**src/rtl/wb_pipe.sv**
```systemverilog
// wb_pipe: parametrised EX -> regfile result pipeline.
// DEPTH stages with per-stage stall, global flush, late load-data fill at
// LATE_STAGE, and NUM_RD forwarding/busy lookup ports for decode.

// One pipeline stage: holds an entry, takes a bubble, or loads from upstream.
module wb_stage #(
  parameter int DATA_W   = 32,
  parameter int ADDR_W   = 5,
  parameter bit FILL     = 1'b0,  // this stage captures late load data
  parameter bit CHK_LATE = 1'b0   // late entries are illegal here
) (
  input  logic              clk,
  input  logic              rst,
  input  logic              flush,
  input  logic              hold,
  input  logic              bubble,
  input  logic              in_v,
  input  logic              in_wreg,
  input  logic              in_late,
  input  logic [ADDR_W-1:0] in_wd,
  input  logic [DATA_W-1:0] in_wdata,
  input  logic [DATA_W-1:0] fill_data,
  output logic              v,
  output logic              wreg,
  output logic              late,
  output logic [ADDR_W-1:0] wd,
  output logic [DATA_W-1:0] wdata
);
  // Reset and flush clear the entry; hold keeps it (no refill while held).
  always_ff @(posedge clk) begin
    if (!rst || flush) begin
      v <= 1'b0; wreg <= 1'b0; late <= 1'b0; wd <= '0; wdata <= '0;
    end else if (!hold) begin
      if (bubble) begin
        v <= 1'b0; wreg <= 1'b0; late <= 1'b0; wd <= '0; wdata <= '0;
      end else begin
        v    <= in_v;
        wreg <= in_wreg;
        wd   <= in_wd;
        if (FILL && in_late) begin
          wdata <= fill_data;
          late  <= 1'b0;
        end else begin
          wdata <= in_wdata;
          late  <= in_late;
        end
      end
    end
  end

  // Any late entry must have been filled before reaching this stage.
  always_ff @(posedge clk) begin
    if (CHK_LATE && rst) assert (!(v && late));
  end
endmodule

// One forwarding lookup port over NCAND candidates, index 0 youngest.
module wb_fwd_port #(
  parameter int DATA_W = 32,
  parameter int ADDR_W = 5,
  parameter int NCAND  = 4
) (
  input  logic [NCAND-1:0]             cand_v,
  input  logic [NCAND-1:0]             cand_wreg,
  input  logic [NCAND-1:0]             cand_late,
  input  logic [NCAND-1:0][ADDR_W-1:0] cand_wd,
  input  logic [NCAND-1:0][DATA_W-1:0] cand_data,
  input  logic [ADDR_W-1:0]            addr,
  input  logic                         re,
  output logic                         hit,
  output logic                         busy,
  output logic [DATA_W-1:0]            data
);
  logic              found;
  logic              sel_late;
  logic [DATA_W-1:0] sel_data;

  // Scan oldest to youngest so the youngest match is the last one kept.
  always_comb begin
    found    = 1'b0;
    sel_late = 1'b0;
    sel_data = '0;
    for (int i = NCAND-1; i >= 0; i--) begin
      if (cand_v[i] && cand_wreg[i] && (cand_wd[i] == addr)) begin
        found    = 1'b1;
        sel_late = cand_late[i];
        sel_data = cand_data[i];
      end
    end
  end

  // r0 never forwards; a late winner means the value is not here yet.
  always_comb begin
    hit  = 1'b0;
    busy = 1'b0;
    data = '0;
    if (re && (addr != '0) && found) begin
      if (sel_late) begin
        busy = 1'b1;
      end else begin
        hit  = 1'b1;
        data = sel_data;
      end
    end
  end
endmodule

module wb_pipe #(
  parameter int DATA_W     = 32,
  parameter int ADDR_W     = 5,
  parameter int DEPTH      = 3,   // >= 2
  parameter int NUM_RD     = 2,
  parameter int LATE_STAGE = 1    // 1 .. DEPTH-1
) (
  input  logic                     clk,
  input  logic                     rst,
  input  logic                     in_valid,
  input  logic                     in_wreg,
  input  logic [ADDR_W-1:0]        in_wd,
  input  logic [DATA_W-1:0]        in_wdata,
  input  logic                     in_late,
  output logic                     in_accept,
  input  logic [DATA_W-1:0]        mem_data_i,
  input  logic [DEPTH-1:0]         stall_i,
  input  logic                     flush_i,
  input  logic [NUM_RD*ADDR_W-1:0] rd_addr,
  input  logic [NUM_RD-1:0]        rd_re,
  output logic [NUM_RD-1:0]        fwd_hit,
  output logic [NUM_RD*DATA_W-1:0] fwd_data,
  output logic [NUM_RD-1:0]        fwd_busy,
  output logic                     wb_we,
  output logic [ADDR_W-1:0]        wb_waddr,
  output logic [DATA_W-1:0]        wb_wdata
);
  localparam int TOP = DEPTH - 1;

  // Stage state, index 0 youngest.
  logic [DEPTH-1:0]             vld_pipe;
  logic [DEPTH-1:0]             wreg_q;
  logic [DEPTH-1:0]             late_q;
  logic [DEPTH-1:0][ADDR_W-1:0] wd_q;
  logic [DEPTH-1:0][DATA_W-1:0] wdata_q;

  // Upstream source of each stage: EX input for stage 0, else stage k-1.
  logic [DEPTH-1:0]             src_v;
  logic [DEPTH-1:0]             src_wreg;
  logic [DEPTH-1:0]             src_late;
  logic [DEPTH-1:0][ADDR_W-1:0] src_wd;
  logic [DEPTH-1:0][DATA_W-1:0] src_wdata;
  logic [DEPTH-1:0]             bubble;

  assign src_v     = {vld_pipe[DEPTH-2:0], in_valid};
  assign src_wreg  = {wreg_q[DEPTH-2:0],   in_valid & in_wreg};
  assign src_late  = {late_q[DEPTH-2:0],   in_valid & in_late};
  assign src_wd    = {wd_q[DEPTH-2:0],     in_wd};
  assign src_wdata = {wdata_q[DEPTH-2:0],  in_wdata};
  // A stalled upstream stage leaves a hole in the next one down.
  assign bubble    = {stall_i[DEPTH-2:0],  1'b0};

  assign in_accept = in_valid & ~stall_i[0];

  for (genvar k = 0; k < DEPTH; k++) begin : g_stage
    wb_stage #(
      .DATA_W  (DATA_W),
      .ADDR_W  (ADDR_W),
      .FILL    (k == LATE_STAGE),
      .CHK_LATE(k >= LATE_STAGE)
    ) u_stage (
      .clk      (clk),
      .rst      (rst),
      .flush    (flush_i),
      .hold     (stall_i[k]),
      .bubble   (bubble[k]),
      .in_v     (src_v[k]),
      .in_wreg  (src_wreg[k]),
      .in_late  (src_late[k]),
      .in_wd    (src_wd[k]),
      .in_wdata (src_wdata[k]),
      .fill_data(mem_data_i),
      .v        (vld_pipe[k]),
      .wreg     (wreg_q[k]),
      .late     (late_q[k]),
      .wd       (wd_q[k]),
      .wdata    (wdata_q[k])
    );
  end

  // Writeback: a held entry writes once, in the cycle its stall drops.
  assign wb_we    = vld_pipe[TOP] & wreg_q[TOP] & ~stall_i[TOP] & (wd_q[TOP] != '0);
  assign wb_waddr = wb_we ? wd_q[TOP]    : '0;
  assign wb_wdata = wb_we ? wdata_q[TOP] : '0;

  // Forwarding candidates: 0 is the EX input (dropped on flush), k+1 is stage k.
  logic [DEPTH:0]             cand_v;
  logic [DEPTH:0]             cand_wreg;
  logic [DEPTH:0]             cand_late;
  logic [DEPTH:0][ADDR_W-1:0] cand_wd;
  logic [DEPTH:0][DATA_W-1:0] cand_data;

  assign cand_v    = {vld_pipe, in_valid & ~flush_i};
  assign cand_wreg = {wreg_q,   in_wreg};
  assign cand_late = {late_q,   in_late};
  assign cand_wd   = {wd_q,     in_wd};
  assign cand_data = {wdata_q,  in_wdata};

  for (genvar p = 0; p < NUM_RD; p++) begin : g_port
    wb_fwd_port #(
      .DATA_W(DATA_W),
      .ADDR_W(ADDR_W),
      .NCAND (DEPTH + 1)
    ) u_fwd (
      .cand_v   (cand_v),
      .cand_wreg(cand_wreg),
      .cand_late(cand_late),
      .cand_wd  (cand_wd),
      .cand_data(cand_data),
      .addr     (rd_addr[p*ADDR_W +: ADDR_W]),
      .re       (rd_re[p]),
      .hit      (fwd_hit[p]),
      .busy     (fwd_busy[p]),
      .data     (fwd_data[p*DATA_W +: DATA_W])
    );
  end
endmodule
```
**config.mk**
```make
export PLATFORM = sky130hd
export DESIGN_NAME = wb_pipe
export DESIGN_NICKNAME = d
export VERILOG_FILES = /design/src/rtl/wb_pipe.sv
export SDC_FILE = /design/constraint.sdc
export NUM_CORES = 1
export LEC_CHECK = 0
export CORE_ASPECT_RATIO = 0.9
export CORE_MARGIN = 1.5
export CORE_UTILIZATION = 40
export DETAILED_ROUTE_END_ITERATION = 8
export PLACE_DENSITY = 0.73
export SETUP_SLACK_MARGIN = 0.5
export SLEW_MARGIN = 20
export SYNTH_ARGS = -nofsm -noshare
export SYNTH_HDL_FRONTEND = slang
export SYNTH_SLANG_ARGS = --single-unit
```
**constraint.sdc**
```tcl
create_clock -name clk -period 5.3 [get_ports clk]
set_input_delay 1.06 -clock clk [delete_from_list [all_inputs] [get_ports clk]]
set_output_delay 1.06 -clock clk [all_outputs]
set_load 0.005 [all_outputs]
```
==> results of run 1 <==
==> registers in the layout (all words and copies together) (netlist names) <==
name	cells
g_stage.u_stage.late	1
g_stage.u_stage.v	3
g_stage.u_stage.wd	15
g_stage.u_stage.wdata	96
g_stage.u_stage.wreg	3
==> worst min-delay path, delay by kind of cell, from the launching register on <==
family          cells  cell delay, ns
compound gates      1            0.08
flops               1            0.33
simple gates        1            0.08
==> power by group through the flow <==
stage / clock (mW) / combinational [mW] / sequential (mW)
floorplan: 0 / 0.110 / 0.927
global placement: 0 / 0.212 / 0.931
detailed placement: 0 / 0.213 / 0.932
CTS: 1.28 / 0.216 / 0.913
global route: 1.32 / 0.234 / 0.915
finish: 1.27 / 0.221 / 0.914
==> layer usage <==
layer | share of wire (%) | global-route usage [%] | up-vias
met4 | 1.4 | 8.47 | 0
met5 | 0 | 0 | -
met1 | 44 | 35.8 | 3589
met3 | 8.9 | 7.40 | 30
li1 | - | - | 3554
met2 | 46 | 43.5 | 381
==> kinds of logic after synthesis <==
group / after synthesis / share of synthesized area [%]
AO/OA/AOI/OAI: 284 / 27.6
buffers and inverters: 102 / 6.48
multiplexers: 101 / 14.1
flip-flops: 118 / 31.8
AND/OR/NAND/NOR: 243 / 15.3
XOR/XNOR: 40 / 4.71
==> area by class of cell <==
class,count,area [um^2]
Clock buffer,25,515
Fill cell,1655,7960
Inverter,3,11.3
Sequential cell,118,2360
Timing Repair Buffer,233,2300
Clock inverter,7,139
Tap cell,245,307
Multi-Input combinational cell,669,4700
==> metrics by stage <==
stage,std cells,worst slack [ns],area (um^2)
2_1_floorplan,888,1.59,7440
3_3_place_gp,1255,0.338,9500
3_5_place_dp,1255,0.259,9500
4_1_cts,1296,0.495,10300
5_1_grt,1300,0.459,10300
6_report,1300,0.596,10300
==> Yosys cell counts, drive strengths merged <==
cell type / instances
a21oi: 52
a221oi: 25
nor3: 4
and2: 37
a2111oi: 1
o21ai: 59
or2: 2
nand3b: 2
nor4: 5
a221o: 7
a211oi: 2
nand4: 3
mux2: 32
inv: 3
nor2: 152
xor2: 22
mux2i: 69
and3: 3
nor3b: 10
clkbuf: 55
xnor2: 18
a211o: 1
nor4b: 1
a32oi: 1
a21boi: 1
dfxtp: 118
a22oi: 71
o32ai: 1
o211ai: 7
nand2: 13
a2bb2oi: 25
o211a: 31
nor2b: 2
nand3: 5
or4: 2
buf: 44
nand2b: 1
or3: 1
==> worst paths after layout <==
check                                  to  slack [ns]  depth (start not counted)
max                          fwd_data[62]        0.60                          8
max reg2reg  g_stage[1].u_stage.wdata[29]        3.45                          3
min reg2reg          g_stage[2].u_stage.v        0.52                          2
min                  g_stage[2].u_stage.v        0.52                          2
==> timing repair <==
item / 4_1_cts / 5_1_grt
resized for setup: 17 / 8
pin swaps: 6 / 2
hold buffers: 0 / 0
buffers inserted: 8 / 2
endpoints found under the hold margin: 0 / 0
gates cloned: 1 / 1
setup endpoints to repair: 65 / 62
==> qor.yml, run 1 <==
power_and_ir_drop:
  power.share.sequential_pct: 38.1
  switchingPower_mw: 0.533
  p_int_mw: 1.87
  clkPwrFrac_pct: 52.7
  power.share.switching_pct: 22.2
  leakage_nw: 4.08
  power_mw: 2.40
  powerDensity_nw_per_um2: 232
  irDropWorstVdd_mv: 0.226
  combPwrFrac_pct: 9.2
clocking:
  clkSinkCount: 118
  cts.path.max_buffers: 2
  cts_tree: "built"
  cts_buffers: 17
  cts_root_buf: "clkbuf_16"
  clock_latency_ns: 0.42
  h-tree-depth: 4
  clk_pin_slew_ns: 0.06
timing:
  setup_tns_ns: 0
  fmax_ghz: 0.213
  whs_ns: 0.521
  slew_headroom_pct: 24.8
  final-max-slew-violation-count: 0
  finalHoldViolations: 0
  fin_crit_sh_pct: 88.7
  worst_pin_slew_ns: 1.12
  rsz0062_at_grt: "true"
  setup_viol: 0
  skew_ns: 0.00813
  period_minus_slack_ns: 4.70
floorplanning:
  coreArea_um2: 18300
  die-width_um: 147
  start_util_pct: 40.7
  rows: 47
  die_h_um: 132
  ios: 197
  die-area_um2: 19400
route:
  avgViaCountPerCell: 5.81
  route.antenna.remaining_nets: 0
  drc: 0
  drt_iter0_markers: 682
  routed_wl_um: 26900
  routed-via-count: 7554
  dr.pass1.iters: 5
  wire_per_inst_um: 20.7
setup_path:
  crit_slowest_cell: "clkdlybuf4s50_1"
  cp.arrival_ns: 3.64
  startpoint: "in_valid"
  critical_path.top_delay_family: "buffers and inverters"
  end_kind: "primary output"
  cp_max_fo: 16
  crit_chain: "clkdlybuf4s50_1 > nand3b_1 > nor4_2 > nand2_1 > o32ai_4 > buf_6 > a21boi_0 > clkdlybuf4s50_1"
  cpPeakStageDelay_ns: 0.54
  critPathKind: "primary input to primary output"
  cp.buffers_inverters: 3
  critPathLaunchType: "primary input"
  r2r-start: "g_stage[0].u_stage.late"
  cp.required_ns: 4.24
  crit_top_cell: "clkdlybuf4s50_1"
finish:
  areaGrowthSynthToFinish_pct: 38.9
  num_antenna_cells: 0
  layout_common_cells: "clkdlybuf4s50_1 (183), nor2_1 (148), dfxtp_1 (117)"
  nNetsFinal: 1132
  drive_gt1_share_pct: 12.0
  finalCoreUtilization_pct: 56.5
  final_common_cell: "clkdlybuf4s50_1"
grt:
  grt_usage_pct: 27.3
  overflow: 0
  grt_pass1_vias: 7447
  grt_pass1_wl_um: 41700
  grt_antenna_before_repair: 0
  grt_max_degree: 100
place:
  gp_congestion: 0.908
  port-buffer-count: 196
  dp_hpwl_um: 16600
run:
  maxCapViolCount: 0
synth:
  yosys-top-cells-area: "dfxtp_1 (32%), mux2i_1 (9.3%), nor2_1 (7.7%), a22oi_1 (7.2%), mux2_2 (4.8%)"
  syn_avg_cell_area_um2: 8.38
  syn_nets: 978
  synthCells: 888
  yosys_warnings: 0
  yosysUniqueCellTypes: 46
  synth_top_area_share_pct: 31.8
  ys_seq_area_share_pct: 31.8
  yosysTopAreaCell: "dfxtp_1"
  synth_seq_cells: 118
  syn-cell-area_um2: 7440
hold_path:
  holdCritPathClass: "flop to flop"
  min_from: "g_stage[2].u_stage.v"
status:
  status: "completed"
No activity file was read; power rests on OpenSTA's default activity.
==> inputs of run 2 (changes only) <==
--- a/config.mk
+++ b/config.mk
@@ -15,3 +15,4 @@
 export SYNTH_ARGS = -nofsm -noshare
 export SYNTH_HDL_FRONTEND = slang
 export SYNTH_SLANG_ARGS = --single-unit
+export TNS_END_PERCENT = 50
==> results of run 2 <==
Final layout, timing and power as in run 1 (identical DEF).
==> inputs of run 3 (changes only) <==
--- a/config.mk
+++ b/config.mk
@@ -6,7 +6,6 @@
 export NUM_CORES = 1
 export LEC_CHECK = 0
 export CORE_ASPECT_RATIO = 0.9
-export CORE_MARGIN = 1.5
 export CORE_UTILIZATION = 40
 export DETAILED_ROUTE_END_ITERATION = 8
 export PLACE_DENSITY = 0.73
==> qor.yml, run 3 (synthesized netlist as in run 1, its figures left out) <==
setup_path:
  cp.required_ns: 4.24  # about the same
  cp.arrival_ns: 3.69  # +0.05 ns
  r2r_slack_ns: 3.69  # +0.24 ns
  r2r-start: "g_stage[0].u_stage.late"
  critPathKind: "primary input to primary output"
  reg2reg_to: "g_stage[1].u_stage.wdata[18]"
  end_kind: "primary output"
  cp_max_fo: 15  # -1
  critical_path.top_delay_family: "buffers and inverters"
  crit_chain: "clkdlybuf4s50_1 > xor2_1 > nor4_1 > buf_4 > and2_2 > a211o_1 > o32ai_4 > buf_4 > buf_12 > o211a_1 > clkdlybuf4s50_1"
  crit_slowest_cell: "clkdlybuf4s50_1"
  cpPeakStageDelay_ns: 0.54  # about the same
  critPathLaunchType: "primary input"
  rr_worst_depth: 4  # +1
  cp.buffers_inverters: 5  # +2
clocking:
  clock_latency_ns: 0.42  # about the same
  cts_tree: "built"
  h-tree-depth: 4  # unchanged
  cts.path.max_buffers: 2  # unchanged
  clkSinkCount: 118  # unchanged
  cts_root_buf: "clkbuf_16"
  hold_buffers: 0  # unchanged
  clk_pin_slew_ns: 0.05  # about the same
  cts_buffers: 17  # unchanged
hold_path:
  holdCritPathClass: "flop to flop"
  min_from: "g_stage[2].u_stage.wreg"
  min_to: "g_stage[2].u_stage.wreg"
  hold_path_depth: 2  # unchanged
status:
  status: "completed"
timing:
  fin_crit_sh_pct: 89.7  # +0.93 points
  setup_viol: 0  # unchanged
  setup_tns_ns: 0  # unchanged
  whs_ns: 0.521  # +0.000539 ns
  fmax_ghz: 0.210  # -1.0%
  rsz0062_at_grt: "false"
  slew_headroom_pct: 24.8  # -0.078 points
  final-max-slew-violation-count: 0  # unchanged
  finalHoldViolations: 0  # unchanged
  worst_slack_ns: 0.547  # -0.0492 ns
  worst_pin_slew_ns: 1.13  # +0.00116 ns
  skew_ns: 0.0128  # +0.00470 ns
  period_minus_slack_ns: 4.75  # +0.0492 ns
route:
  drt_iter0_markers: 637  # -6.6%
  route.antenna.remaining_nets: 0  # unchanged
  routed-via-count: 7688  # +1.8%
  dr.pass1.iters: 5  # unchanged
  drc: 0  # unchanged
  wire_per_inst_um: 21.2  # +2.4%
  avgViaCountPerCell: 5.94  # +2.2%
  routed_wl_um: 27500  # +2.0%
floorplanning:
  die_h_um: 131  # -0.76%
  coreArea_um2: 17900  # -2.1%
  start_util_pct: 41.6  # +0.88 points
  ios: 197  # unchanged
  die-area_um2: 19100  # -1.4%
  rows: 46  # -2.1%
  die-width_um: 146  # -0.68%
power_and_ir_drop:
  leakage_nw: 4.08  # +0.16%
  powerDensity_nw_per_um2: 224  # -3.7%
  irDropWorstVdd_mv: 0.227  # +0.54%
finish:
  areaGrowthSynthToFinish_pct: 38.7
  fillCellCount: 1611  # -2.7%
  final_common_cell: "clkdlybuf4s50_1"
  ff_latch_area_um2: 2360  # unchanged
  largest-register: "g_stage.u_stage.wdata"
  num_antenna_cells: 0  # unchanged
  drive_gt1_share_pct: 12.2  # +0.19 points
  largestRegisters: "g_stage.u_stage.wdata: 96 flops, g_stage.u_stage.wd: 15 flops"
  nNetsFinal: 1132  # unchanged
  stdcell_count: 1295  # -0.38%
  largest_register_ffs: 96  # unchanged
  layout_common_cells: "clkdlybuf4s50_1 (181), nor2_1 (148), dfxtp_1 (117)"
  multiInputGateArea_um2: 4710  # +0.21%
grt:
  grt_usage_pct: 27.6  # +0.38 points
  grt_max_degree: 100  # unchanged
  grt_pass1_vias: 7530  # +1.1%
  overflow: 0  # unchanged
  grt_antenna_before_repair: 0  # unchanged
  grt_pass1_wl_um: 42000  # +0.76%
place:
  port-buffer-count: 196  # unchanged
  place_ws_ns: 0.329  # +0.0697 ns
  dp_hpwl_um: 16500  # -0.68%
  gp_congestion: 0.925  # +1.9%
  dp_cells: 1254  # -0.080%
run:
  maxCapViolCount: 0  # unchanged
run 3: cell count changes in the layout (fill, tap and decap cells not counted), sizes merged:
cell and change:
dlymetal6s2s +2, clkinv +3, clkdlybuf4s50 -2, bufinv -2, buf -1
run 3: layer usage:
layer / up-vias / global-route usage, % / routed length, um
li1: 3556 / - / -
met1: 3689 / 37.0 / 12000
met2: 399 / 43.8 / 12600
met3: 44 / 6.22 / 2170
met4: 0 / 8.71 / 651
met5: - / 0 / 0
run 3: timing repair:
action,in CTS,in global routing
cloned,0,3
setup buffers,0,5
endpoints found under the setup margin,64,65
gates resized for setup,9,16
pin swaps,1,9
run 3: worst max path at each step:
stage               slack, ns  cells after the start           end        from
global placement         0.39                      9   fwd_data[5]  rd_addr[4]
CTS                      0.50                     10  fwd_data[47]    in_wd[4]
floorplan                1.59                     10    fwd_hit[0]  rd_addr[0]
global route             0.49                     11  fwd_data[47]    in_wd[2]
detailed placement       0.33                      8  fwd_data[47]  rd_addr[6]
finish                   0.55                     11  fwd_data[47]    in_wd[2]
run 3: tightest hold or removal path: stages, from the launching register on:
cell,delay [ns]
dfxtp_1,0.33
a22oi_1,0.08
nor2_1,0.08
run 3: final cells by class:
class	instances	area share, %
Multi-Input combinational cell	669	45.6
Sequential cell	118	22.9
Timing Repair Buffer	233	22.6
Clock buffer	24	4.96
Tap cell	240	2.91
Clock inverter	8	0.910
Inverter	3	0.109
run 3: metrics by stage:
stage	area, um^2	util [%]	power [mW]
2_1_floorplan	7440	-	1.04
3_3_place_gp	9540	53.3	1.14
3_5_place_dp	9540	53.3	1.15
4_1_cts	10200	56.8	2.31
5_1_grt	10300	57.6	2.38
6_report	10300	57.6	2.31
run 3: power breakdown:
part	total (mW)	switching (mW)	internal [mW]
combinational	0.225	0.117	0.107
sequential	0.911	0.0118	0.900
clock	1.17	0.410	0.763
